===== config.mk =====
export PLATFORM = sky130hd
export DESIGN_NAME = pipe_reg_skid
export DESIGN_NICKNAME = d
export VERILOG_FILES = /design/src/rtl/pipe_reg_skid.sv
export SDC_FILE = /design/constraint.sdc
export NUM_CORES = 1
export LEC_CHECK = 0
export ABC_CLOCK_PERIOD_IN_PS = 3900
export BUFFER_PORTS_ARGS = -buffer_cell sky130_fd_sc_hd__buf_2
export CORE_MARGIN = 10
export CORE_UTILIZATION = 57
export CTS_CLUSTER_DIAMETER = 50
export DETAILED_ROUTE_END_ITERATION = 12
export PLACE_DENSITY = 0.84
export SLEW_MARGIN = 5
export SYNTH_ARGS = -nofsm -noshare
export SYNTH_HDL_FRONTEND = slang
export SYNTH_SLANG_ARGS = --single-unit

===== constraint.sdc =====
create_clock -name clk_i -period 3.9 [get_ports clk_i]
set_input_delay 1.17 -clock clk_i [delete_from_list [all_inputs] [get_ports clk_i]]
set_output_delay 1.17 -clock clk_i [all_outputs]
set_load 0.02 [all_outputs]

===== src/rtl/pipe_reg_skid.sv =====
// pipe_reg_skid: elastic pipeline register built from DEPTH two-entry skid stages in series.
// Each stage registers its own ready (state != FULL), so no combinational ready path runs
// through the chain; sustained throughput is one beat per cycle, capacity is 2*DEPTH beats.
//
// Ports:
//   clk_i        clock, rising edge
//   rst_ni       asynchronous active-low reset (all stages empty, data registers zero)
//   flush_i      synchronous clear of all stages (data registers untouched)
//   in_valid_i   upstream beat valid
//   in_data_i    upstream data
//   in_ready_o   stage 0 can accept a beat
//   out_valid_o  last stage holds a beat
//   out_data_o   data of the last stage
//   out_ready_i  downstream accepts the beat
//   occ_o        beats held in total (only with PIPE_REG_SKID_OCC_EN defined)
//
// Optional feature macro: PIPE_REG_SKID_OCC_EN adds the occupancy counter output occ_o.
module pipe_reg_skid #(
    parameter int unsigned WIDTH = 32,
    parameter int unsigned DEPTH = 1
) (
    input  logic             clk_i,
    input  logic             rst_ni,
    input  logic             flush_i,
    input  logic             in_valid_i,
    input  logic [WIDTH-1:0] in_data_i,
    output logic             in_ready_o,
    output logic             out_valid_o,
    output logic [WIDTH-1:0] out_data_o,
    input  logic             out_ready_i
`ifdef PIPE_REG_SKID_OCC_EN
    ,
    output logic [$clog2(2*DEPTH+1)-1:0] occ_o
`endif
);

    typedef enum logic [1:0] {StEmpty, StOne, StFull} stage_st_e;

    stage_st_e        state_q [DEPTH];
    stage_st_e        state_d [DEPTH];
    logic [WIDTH-1:0] main_q  [DEPTH];
    logic [WIDTH-1:0] main_d  [DEPTH];
    logic [WIDTH-1:0] skid_q  [DEPTH];
    logic [WIDTH-1:0] skid_d  [DEPTH];
    logic [WIDTH-1:0] up_data [DEPTH];

    logic [DEPTH-1:0] stg_vld;
    logic [DEPTH-1:0] stg_rdy;
    logic [DEPTH:0]   chain_vld;  // [k] = valid presented to stage k
    logic [DEPTH:0]   chain_rdy;  // [k+1] = ready seen by stage k
    logic [DEPTH-1:0] up_fire;
    logic [DEPTH-1:0] dn_fire;

    // Valid/ready come straight from the state flops only.
    always_comb begin
        for (int k = 0; k < DEPTH; k++) begin
            stg_vld[k] = (state_q[k] != StEmpty);
            stg_rdy[k] = (state_q[k] != StFull);
        end
    end

    assign chain_vld = {stg_vld, in_valid_i};
    assign chain_rdy = {out_ready_i, stg_rdy};
    assign up_fire   = chain_vld[DEPTH-1:0] & stg_rdy;
    assign dn_fire   = stg_vld & chain_rdy[DEPTH:1];

    always_comb begin
        up_data[0] = in_data_i;
        for (int k = 1; k < DEPTH; k++) begin
            up_data[k] = main_q[k-1];
        end
    end

    always_comb begin
        for (int k = 0; k < DEPTH; k++) begin
            state_d[k] = state_q[k];
            main_d[k]  = main_q[k];
            skid_d[k]  = skid_q[k];
            case (state_q[k])
                StEmpty: begin
                    if (up_fire[k]) begin
                        state_d[k] = StOne;
                        main_d[k]  = up_data[k];
                    end
                end
                StOne: begin
                    if (up_fire[k] && dn_fire[k]) begin
                        main_d[k] = up_data[k];
                    end else if (up_fire[k]) begin
                        state_d[k] = StFull;
                        skid_d[k]  = up_data[k];
                    end else if (dn_fire[k]) begin
                        state_d[k] = StEmpty;
                    end
                end
                StFull: begin
                    if (dn_fire[k]) begin
                        state_d[k] = StOne;
                        main_d[k]  = skid_q[k];
                    end
                end
                default: state_d[k] = StEmpty;
            endcase
            // Flush only empties the stages; any data captured this edge is simply never seen.
            if (flush_i) begin
                state_d[k] = StEmpty;
            end
        end
    end

    always_ff @(posedge clk_i or negedge rst_ni) begin
        if (!rst_ni) begin
            for (int k = 0; k < DEPTH; k++) begin
                state_q[k] <= StEmpty;
                main_q[k]  <= '0;
                skid_q[k]  <= '0;
            end
        end else begin
            for (int k = 0; k < DEPTH; k++) begin
                state_q[k] <= state_d[k];
                main_q[k]  <= main_d[k];
                skid_q[k]  <= skid_d[k];
            end
        end
    end

    assign in_ready_o  = stg_rdy[0];
    assign out_valid_o = stg_vld[DEPTH-1];
    assign out_data_o  = main_q[DEPTH-1];

`ifdef PIPE_REG_SKID_OCC_EN
    logic [$clog2(2*DEPTH+1)-1:0] occ_q;
    logic [$clog2(2*DEPTH+1)-1:0] occ_d;
    logic                         top_in_fire;
    logic                         top_out_fire;

    assign top_in_fire  = in_valid_i & in_ready_o;
    assign top_out_fire = out_valid_o & out_ready_i;

    always_comb begin
        occ_d = occ_q;
        if (flush_i) begin
            occ_d = '0;
        end else if (top_in_fire && !top_out_fire) begin
            occ_d = occ_q + 1'b1;
        end else if (!top_in_fire && top_out_fire) begin
            occ_d = occ_q - 1'b1;
        end
    end

    always_ff @(posedge clk_i or negedge rst_ni) begin
        if (!rst_ni) begin
            occ_q <= '0;
        end else begin
            occ_q <= occ_d;
        end
    end

    assign occ_o = occ_q;
`endif

endmodule


Word level (Yosys, flattened, before mapping)
Index checks and enable logic that the tools add are counted.

storage, ports and cells
  bits in registers = 66
  output and inout port bits = 34
  logic and storage cells = 34
  bits of input ports = 37

cells by class
  muxes and demuxes = 11
  bitwise gates (word level) = 3
  reduce and logical (&&, ||, !) cells = 7
  equality and inequality tests = 10

operators with widths
  kind                count
  $mux 32             3
  $pmux 32 s3         1
  $mux 2              6
  $ne 3x3->1 const B  3
  $ne 2x2->1 const B  4
  $reduce_and 4->1    2
  $pmux 2 s3          1
  $ne 4x4->1 const B  1
  $reduce_and 3->1    1
  $reduce_bool 3->1   1
  $and 1x1->1         2
  $eq 2x1->1 const B  1
  $eq 2x2->1 const B  1
  $logic_not 2->1     1
  $reduce_bool 2->1   1
  $logic_and 1x1->1   1
  $not 1->1           1

Logic depth before layout (Yosys ltp)
Gate-level depths: netlist (run 1).

  word-level depth = 7
  gate-level depth with buffers = 5
  depth with buffers taken out = 3

Worst setup path after synthesis (run 1)
No wires, ideal clock.

  path type = input-to-reg
  start = input port in_valid_i
  end = register skid_q[10] in the netlist's numbering
  path buffers = 2
  stages on the path = 5
  arrival = 2.162 ns
  data required time = 3.775 ns
  library setup time = 0.125 ns
  slack = 1.613 ns
  path through = nor2b_1 and3b_1 clkbuf_2 buf_4 mux2_2

between the ends
  longest elaborated chain between the ends = 4

ends and longest elaborated chain
  what                                   line  text
  start: declaration                     25    input logic in_valid_i,
  $and 1x1->1 (*)                        64    assign up_fire = chain_vld[DEPTH-1:0] & stg_rdy;
  $logic_and 1x1->1                      87    if (up_fire[k] && dn_fire[k]) begin
  $not 1->1 (no source line)             --
  $reduce_and 3->1 (no source line) (*)  --
  end signal: indexed assignment         122   skid_q[k] <= skid_d[k];
  end: declaration                       43    logic [WIDTH-1:0] skid_q [DEPTH];

Mark *: on every way between the ends. The rest lies on a longest branch, timed or not.
A chain may end at the register's enable or synchronous reset.

Worst setup path after layout (run 1)
  start = register state_q[0] in the netlist's numbering
  end = output port out_valid_o

between the ends
  longest elaborated chain between the ends = 1

ends and longest elaborated chain
  what                              line  text
  start: declaration                39    stage_st_e state_q [DEPTH];
  start signal: indexed assignment  114   state_q[k] <= StEmpty;
  start signal: indexed assignment  120   state_q[k] <= state_d[k];
  $reduce_bool 2->1                 57    stg_vld[k] = (state_q[k] != StEmpty);
  end: declaration                  28    output logic out_valid_o,

No other way between the ends.

==> impl_metrics.yaml, run 1 <==
timing:
  finalHoldViolCount: 0
  tns_ns: 0
  slew_headroom_pct: 60.1
  rsz0062_at_grt: "no"
  skew_ns: 0.00625
  min_period_over_period_pct: 63.1
  max_freq_ghz: 0.406
  fin_crit_ns: 2.46
  finalSetupViolations: 0
  worst_slew_pin_slew_ns: 0.599
  maxSlewViolCount: 0
run_status:
  status: "complete, no violations"
global_route:
  grt_max_degree: 41
  grt_remaining_overflow: 0
  grt_pass1_wl_mm: 9.10
  grt_usage_pct: 13.4
  grt_antenna_before_repair: 0
  grt_pass1_vias: 1908
setup_path:
  max_stage_delay_ns: 0.48
  required_ns: 2.73
  critPathMaxFanout: 7
  worstSetupPathType: "register to output pin"
  crit_buf_inv: 1
  crit_slowest_cell: "dfrtp_1"
  arrival_ns: 1.29
  crit_path_cell_trace: "or2_2 -> buf_2"
  cp-end-kind: "output pin"
  start_kind: "register"
  path_delay_family: "flip-flops"
clock_network:
  cts_max_path_buffers: 2
  insertion_delay_ns: 0.33
  cts_sinks: 66
  cts_tree: "done"
  clkSlewWorstSetupHoldPaths_ns: 0.07
  numCtsBuffers: 9
  cts.htree.levels: 3
  post_cts_resized: 0
  postCtsSetupBuffers: 0
  cts_hold_buf: 0
  root_buffer: "clkbuf_8"
synthesis:
  yosysMostFrequentCell: "dfrtp_1"
  synth_edf_count: 0
  ys_top_cells_by_count: "66 x dfrtp_1, 65 x mux2_2, 20 x mux2_4"
  syn_avg_cell_area_um2: 16.0
  ys_ff_latch: 66
  synthFlopType: "dfrtp_1"
  synth_area_leaders: "dfrtp_1 55%, mux2_2 24%, mux2_4 10%"
  yosysWarningCount: 0
  synth_top_area_cell: "dfrtp_1"
  synthArstFlopShare_pct: 100
  syn_area_mm2: 0.00300
  ys_types: 19
  synth_seq_area_share_pct: 55.1
  syn_inst: 187
  synth_fp_nets: 224
  synth_top_area_share_pct: 55.1
die:
  rows: 26
  start_util_pct: 58.7
  die_w_um: 92.5
  die_h_um: 92.5
  core_area_mm2: 0.00511
  die_area_mm2: 0.00856
  pin_count: 71
place:
  portBuffers: 70
  gp_congestion: 0.672
  hpwlAfterDp_mm: 3.89
power:
  power.leakage_nw: 1.65
  ir_worst_vdd_mv: 0.246
  p_per_area_mw_per_mm2: 504
layout:
  nets: 298
  area_growth_pct: 19.3
  n_antenna_cell: 0
  drive_above_1_share_pct: 66.9
  fin_util_pct: 70.0
min_path:
  holdCritPathClass: "register to register"
detailed_routing:
  wirelength_mm: 5.56
  wl_per_cell_um: 16.5
  drc: 0
  drt_iter0_drc: 50
  routed_via_density: 5.09
  firstDrtPassIters: 4
  ant_nets: 0
  route.vias.total: 1711
flow_run:
  drv_cap: 0
-- registers in the layout, indices dropped and copies added (netlist names) --
| signal | cells |
|---|---|
| out_data_o | 32 |
| skid_q | 32 |
| state_q | 2 |
-- cell usage in the layout, fill, tap and decap left out --
master     instances
buf_4              4
nor2b_4            1
o2bb2ai_4          1
nor2b_1            1
or3b_2             1
nor3_1             1
inv_1              1
clkinv_2           2
nand2_1            1
mux2_1            11
buf_2             70
nor2_1             1
clkbuf_1           2
and3b_1            1
dfrtp_1           66
or2_2              1
o21ba_2            1
mux2_4            20
mux2i_1            1
a21oi_1            2
mux2_2            65
clkbuf_8          12
-- worst paths after layout --
check	startpoint	to	slack, ns	cells past startpoint
max	state_q[0]$_DFFE_PN0P_	out_valid_o	1.44	2
min	skid_q[6]$_DFFE_PN0P_	skid_q[6]$_DFFE_PN0P_	0.49	1
max reg2reg	state_q[0]$_DFFE_PN0P_	out_data_o[2]$_DFFE_PN0P_	2.00	4
min reg2reg	skid_q[6]$_DFFE_PN0P_	skid_q[6]$_DFFE_PN0P_	0.49	1
max in group asynchronous	rst_ni	skid_q[4]$_DFFE_PN0P_	2.13	2
min in group asynchronous	rst_ni	out_data_o[26]$_DFFE_PN0P_	0.84	1
-- logic make-up after synthesis --
| kind of cell | after synthesis | synth area share (%) |
|---|---|---|
| AO/OA/AOI/OAI | 4 | 1.17 |
| buffers and inverters | 12 | 3.17 |
| flip-flops | 66 | 55.1 |
| multiplexers | 97 | 38.9 |
| AND/OR/NAND/NOR | 8 | 1.63 |
-- cell type report --
| class | count | area (um2) |
|---|---|---|
| flip-flops and latches | 66 | 1650 |
| fillers | 366 | 1530 |
| multi-input cells | 109 | 1270 |
| repair buffers | 74 | 380 |
| clock buffers | 14 | 173 |
| well taps | 70 | 87.6 |
| clock inverters | 2 | 10.0 |
| inverters | 1 | 3.75 |
-- through the flow --
step / hold slack, ns / std cells / power, mW / setup WS [ns] / cell area [um2]
floorplan: 0.458 / 187 / 1.17 / 1.61 / 3000
global placement: 0.474 / 320 / 1.28 / 1.26 / 3390
detailed placement: 0.475 / 320 / 1.31 / 1.22 / 3390
CTS: 0.490 / 336 / 1.83 / 1.42 / 3580
global route: 0.513 / 336 / 1.90 / 1.39 / 3580
finish: 0.488 / 336 / 1.80 / 1.44 / 3580
-- routing by layer --
metal / vias up / GRT usage, % / share of wire (%)
met5: - / 0 / 0
met4: 0 / 6.17 / 1.5
met3: 9 / 5.65 / 7.7
met2: 51 / 21.8 / 47
met1: 833 / 15.1 / 44
li1: 818 / - / -
-- where the power goes --
group	leakage (nW)	switching, mW	internal (mW)	total, mW
logic	0.769	0.181	0.201	0.382
clock network	0.0965	0.237	0.281	0.519
registers	0.785	0.0730	0.831	0.904
-- worst register-to-register path, stage by stage, from the launching register on --
cell and delay (ns):
dfrtp_1 0.48, nor2b_4 0.15, buf_4 0.47, mux2_2 0.41
mux2_1 0.28
Note: power is estimated with default switching activity, not from simulation.
==> inputs of run 2 (changes only) <==
Settings changed: ABC_CLOCK_PERIOD_IN_PS 3900 to 2000, CORE_UTILIZATION 57 to 48, PLACE_DENSITY 0.84 to 0.75.
Clock period 3.9 ns to 2 ns, I/O delays scaled along.
==> impl_metrics.yaml, run 2 (synthesis gave the netlist of run 1 again) <==
die:
  core_area_mm2: 0.00599
  die_w_um: 99.0
  pin_count: 71
  start_util_pct: 50.0
  rows: 28
  die_h_um: 99.0
  die_area_mm2: 0.00980
setup_path:
  critPathMaxFanout: 7
  start_kind: "register"
  path_delay_family: "flip-flops"
  crit_buf_inv: 1
  arrival_ns: 1.30
  worstSetupPathType: "register to output pin"
  crit_path_cell_trace: "or2_2 -> buf_2"
  required_ns: 1.40
  crit_slowest_cell: "dfrtp_1"
  max_stage_delay_ns: 0.48
  cp-end-kind: "output pin"
timing:
  finalHoldViolCount: 0
  finalSetupViolations: 0
  slew_headroom_pct: 75.6
  max_freq_ghz: 0.528
  min_period_over_period_pct: 94.8
  tns_ns: 0
  rsz0062_at_grt: "no"
  hold_slack_ns: 0.171
  maxSlewViolCount: 0
  fin_ws_ns: 0.104
  worst_slew_pin_slew_ns: 0.365
  skew_ns: 0.00502
  fin_crit_ns: 1.90
layout:
  area_growth_pct: 21.4
  nets: 303
  fillers: 483
  fin_cells: 346
  mostFrequentLayoutCells: "70 x buf_2, 66 x dfrtp_1, 65 x mux2_2"
  final_common_cell: "buf_2"
  multi_input_area_mm2: 0.00127
  n_antenna_cell: 0
  drive_above_1_share_pct: 67.2
  fin_util_pct: 60.7
  ff_latch_area_mm2: 0.00165
detailed_routing:
  dr_wl_met2_mm: 3.11
  wl_per_cell_um: 16.9
  route.vias.total: 1765
  wl_met1_mm: 2.19
  ant_nets: 0
  wl_met3_um: 412
  drc: 0
  firstDrtPassIters: 3
  drt_iter0_drc: 37
  routed_via_density: 5.10
  wirelength_mm: 5.85
  top_layer_used: "met4"
clock_network:
  numCtsBuffers: 9
  cts.htree.levels: 3
  clkSlewWorstSetupHoldPaths_ns: 0.07
  insertion_delay_ns: 0.33
  cts_sinks: 66
  root_buffer: "clkbuf_8"
  postCtsSetupBuffers: 0
  cts_hold_buf: 0
  post_cts_resized: 0
  cts_max_path_buffers: 2
  cts_tree: "done"
global_route:
  grt_usage_pct: 12.5
  grt_remaining_overflow: 0
  grt_pass1_vias: 1998
  grt_max_degree: 53
  grt_antenna_before_repair: 0
  grt_pass1_wl_mm: 9.80
flow_run:
  drv_cap: 0
power:
  p_per_area_mw_per_mm2: 952
  power.leakage_nw: 1.68
  ir_worst_vdd_mv: 0.530
min_path:
  holdCritPathClass: "input pin to async pin"
place:
  dp_slack_ns: 0.149
  portBuffers: 70
  hpwlAfterDp_mm: 4.34
  gp_congestion: 0.709
  placed_cells: 330
run_status:
  status: "complete, no violations"
==> run 2: worst paths after layout <==
kind | start | to | slack (ns) | cells past startpoint
worst max-delay path | state_q[0]$_DFFE_PN0P_ | out_valid_o | 0.10 | 2
worst min-delay path | rst_ni | out_data_o[14]$_DFFE_PN0P_ | 0.17 | 1
worst max register to register | state_q[0]$_DFFE_PN0P_ | out_data_o[1]$_DFFE_PN0P_ | 0.25 | 4
worst min register to register | out_data_o[2]$_DFFE_PN0P_ | out_data_o[2]$_DFFE_PN0P_ | 0.49 | 1
max in group asynchronous | rst_ni | out_data_o[4]$_DFFE_PN0P_ | 1.24 | 2
min in group clk_i | flush_i | state_q[1]$_DFFE_PN0P_ | 0.44 | 2
==> run 2: power by group <==
| group | leakage [nW] | internal, mW | switching (mW) |
|---|---|---|---|
| Combinational | 0.807 | 0.408 | 0.356 |
| Clock | 0.0872 | 0.479 | 0.462 |
| Sequential | 0.785 | 1.62 | 0.142 |
| Total | 1.68 | 2.51 | 0.959 |
==> run 2: cell type report <==
type	count	share of cell area [%]
Multi-Input combinational cell	109	34.9
Clock inverter	3	0.413
Tap cell	75	2.58
Clock buffer	13	4.09
Timing Repair Buffer	79	12.5
Inverter	1	0.103
Sequential cell	66	45.4
==> run 2: per-layer routing <==
layer	vias to the layer above	global-route usage, %
met1	883	12.7
met2	42	21.7
met3	13	5.03
met4	0	6.06
met5	-	0
li1	827	-
==> run 2: stage by stage <==
step	total power, mW	cell area, um2
2_1_floorplan	2.27	3000
3_3_place_gp	2.53	3470
3_5_place_dp	2.57	3470
5_1_grt	3.66	3640
4_1_cts	3.52	3640
6_report	3.47	3640
==> inputs of run 3 (changes only) <==
Settings changed: ABC_CLOCK_PERIOD_IN_PS 2000 to default, SETUP_SLACK_MARGIN from default to 0.5.
Clock period 2 ns to 1.73 ns, I/O delays scaled along.
==> impl_metrics.yaml, run 3 (synthesis gave the netlist of run 1 again) <==
run_status:
  status: "finished with violations"
  violations: "setup timing"
min_path:
  holdCritPathClass: "input pin to async pin"
die:
  die_h_um: 99.0
  rows: 28
  pin_count: 71
  core_area_mm2: 0.00599
  start_util_pct: 50.0
  die_w_um: 99.0
  die_area_mm2: 0.00980
setup_path:
  crit_path_start: "state_q[1]$_DFFE_PN0P_"
  r2r_start: "state_q[1]$_DFFE_PN0P_"
  crit_path_cell_trace: "buf_6 -> buf_6 -> mux2i_2 -> buf_4 -> o2bb2ai_4 -> buf_12 -> clkbuf_16 -> mux2_4"
  start_kind: "register"
  cp_common_cell: "buf_6"
  cp-end-kind: "register"
  worstSetupPathType: "register to register"
  required_ns: 1.95
  crit_slowest_cell: "dfrtp_2"
  critPathMaxFanout: 8
  arrival_ns: 2.04
  max_stage_delay_ns: 0.43
global_route:
  grt_pass1_wl_mm: 11.7
  grt_antenna_before_repair: 0
  grt_max_degree: 67
  grt_usage_pct: 14.8
  grt_remaining_overflow: 0
  grt_pass1_vias: 2231
timing:
  fin_crit_ns: 1.82
  finalHoldViolCount: 0
  rsz0062_at_grt: "yes"
  finalSetupViolations: 50
  min_period_over_period_pct: 105
  fin_ws_ns: -0.0898
  slew_headroom_pct: 76.5
  hold_slack_ns: 0.188
  max_freq_ghz: 0.550
  worst_slew_pin_slew_ns: 0.352
  maxSlewViolCount: 0
  skew_ns: 0.0104
place:
  portBuffers: 70
  gp_congestion: 0.678
  placed_cells: 332
  dp_slack_ns: -0.00914
  hpwlAfterDp_mm: 4.25
clock_network:
  numCtsBuffers: 9
  cts_hold_buf: 0
  root_buffer: "clkbuf_8"
  cts_max_path_buffers: 2
  cts.htree.levels: 3
  clkSlewWorstSetupHoldPaths_ns: 0.07
  cts_tree: "done"
  cts_sinks: 66
  insertion_delay_ns: 0.33
layout:
  n_antenna_cell: 0
  fillers: 345
  multi_input_area_mm2: 0.00151
  fin_cells: 396
  mostFrequentLayoutCells: "79 x mux2_4, 65 x dfrtp_1, 44 x buf_6"
  drive_above_1_share_pct: 74.8
  ff_latch_area_mm2: 0.00165
  final_common_cell: "mux2_4"
  nets: 353
  area_growth_pct: 55.9
flow_run:
  drv_cap: 0
detailed_routing:
  ant_nets: 0
  wirelength_mm: 7.68
  route.vias.total: 2025
  drc: 0
  wl_per_cell_um: 19.4
  routed_via_density: 5.11
  firstDrtPassIters: 4
  drt_iter0_drc: 46
power:
  ir_worst_vdd_mv: 0.703
  power.leakage_nw: 2.28
  p_per_area_mw_per_mm2: 1010
-- run 3: changes by cell type in the layout (fill, tap and decap cells not counted), sizes merged --
cell	change
buf	+47
clkbuf	+4
clkinv	-2
clkinvlp	+1
-- run 3: final timing paths --
path	to	slack [ns]	cells past startpoint
hold / removal	out_data_o[5]$_DFFE_PN0P_	0.19	2
setup reg to reg	out_data_o[13]$_DFFE_PN0P_	-0.09	8
setup / recovery	out_data_o[13]$_DFFE_PN0P_	-0.09	8
hold reg to reg	skid_q[26]$_DFFE_PN0P_	0.51	1
max in group asynchronous	state_q[1]$_DFFE_PN0P_	1.24	2
min in group clk_i	state_q[1]$_DFFE_PN0P_	0.35	2
-- run 3: layout make-up --
type | instances | area share, %
well taps | 75 | 2.01
clock inverters | 2 | 0.268
repair buffers | 129 | 26.6
flip-flops and latches | 66 | 35.4
inverters | 1 | 0.0803
multi-input cells | 109 | 32.4
clock buffers | 14 | 3.27
-- run 3: critical path, delay by kind of cell (launching register included) --
| kind | cells | cell delay [ns] |
|---|---|---|
| AOI/OAI and AO/OA | 1 | 0.13 |
| buffers and inverters | 5 | 0.71 |
| DFF | 1 | 0.43 |
| muxes | 2 | 0.44 |
-- run 3: timing repair --
| item | CTS | global route |
|---|---|---|
| setup endpoints to repair | 99 | 100 |
| gates cloned | 3 | 3 |
| setup buffers | 25 | 17 |
| pin swaps | 1 | 3 |
| resized for setup | 101 | 13 |
-- run 3: power by group --
| part | leakage (nW) | internal, mW | switching, mW |
|---|---|---|---|
| combinational | 1.42 | 1.00 | 0.521 |
| sequential | 0.783 | 1.87 | 0.214 |
| clock | 0.0807 | 0.560 | 0.562 |
| total | 2.28 | 3.43 | 1.30 |
-- run 3: stage by stage --
stage	TNS [ns]	power, mW	util [%]	instance area, um2
2_1_floorplan	0	2.74	-	3160
3_3_place_gp	0	3.06	61.0	3650
3_5_place_dp	-0.0115	3.09	61.0	3650
4_1_cts	-1.01	4.59	73.7	4410
5_1_grt	-5.35	4.96	78.0	4670
6_report	-3.08	4.73	78.0	4670
-- run 3: routing by layer --
layer  vias to the layer above  share of wire, %  global-route usage [%]
met5                         -                 0                       0
met4                         0              0.53                    4.63
met3                         6               5.3                    5.66
met2                        45                52                    24.9
met1                      1049                42                    17.0
li1                        925                 -                       -
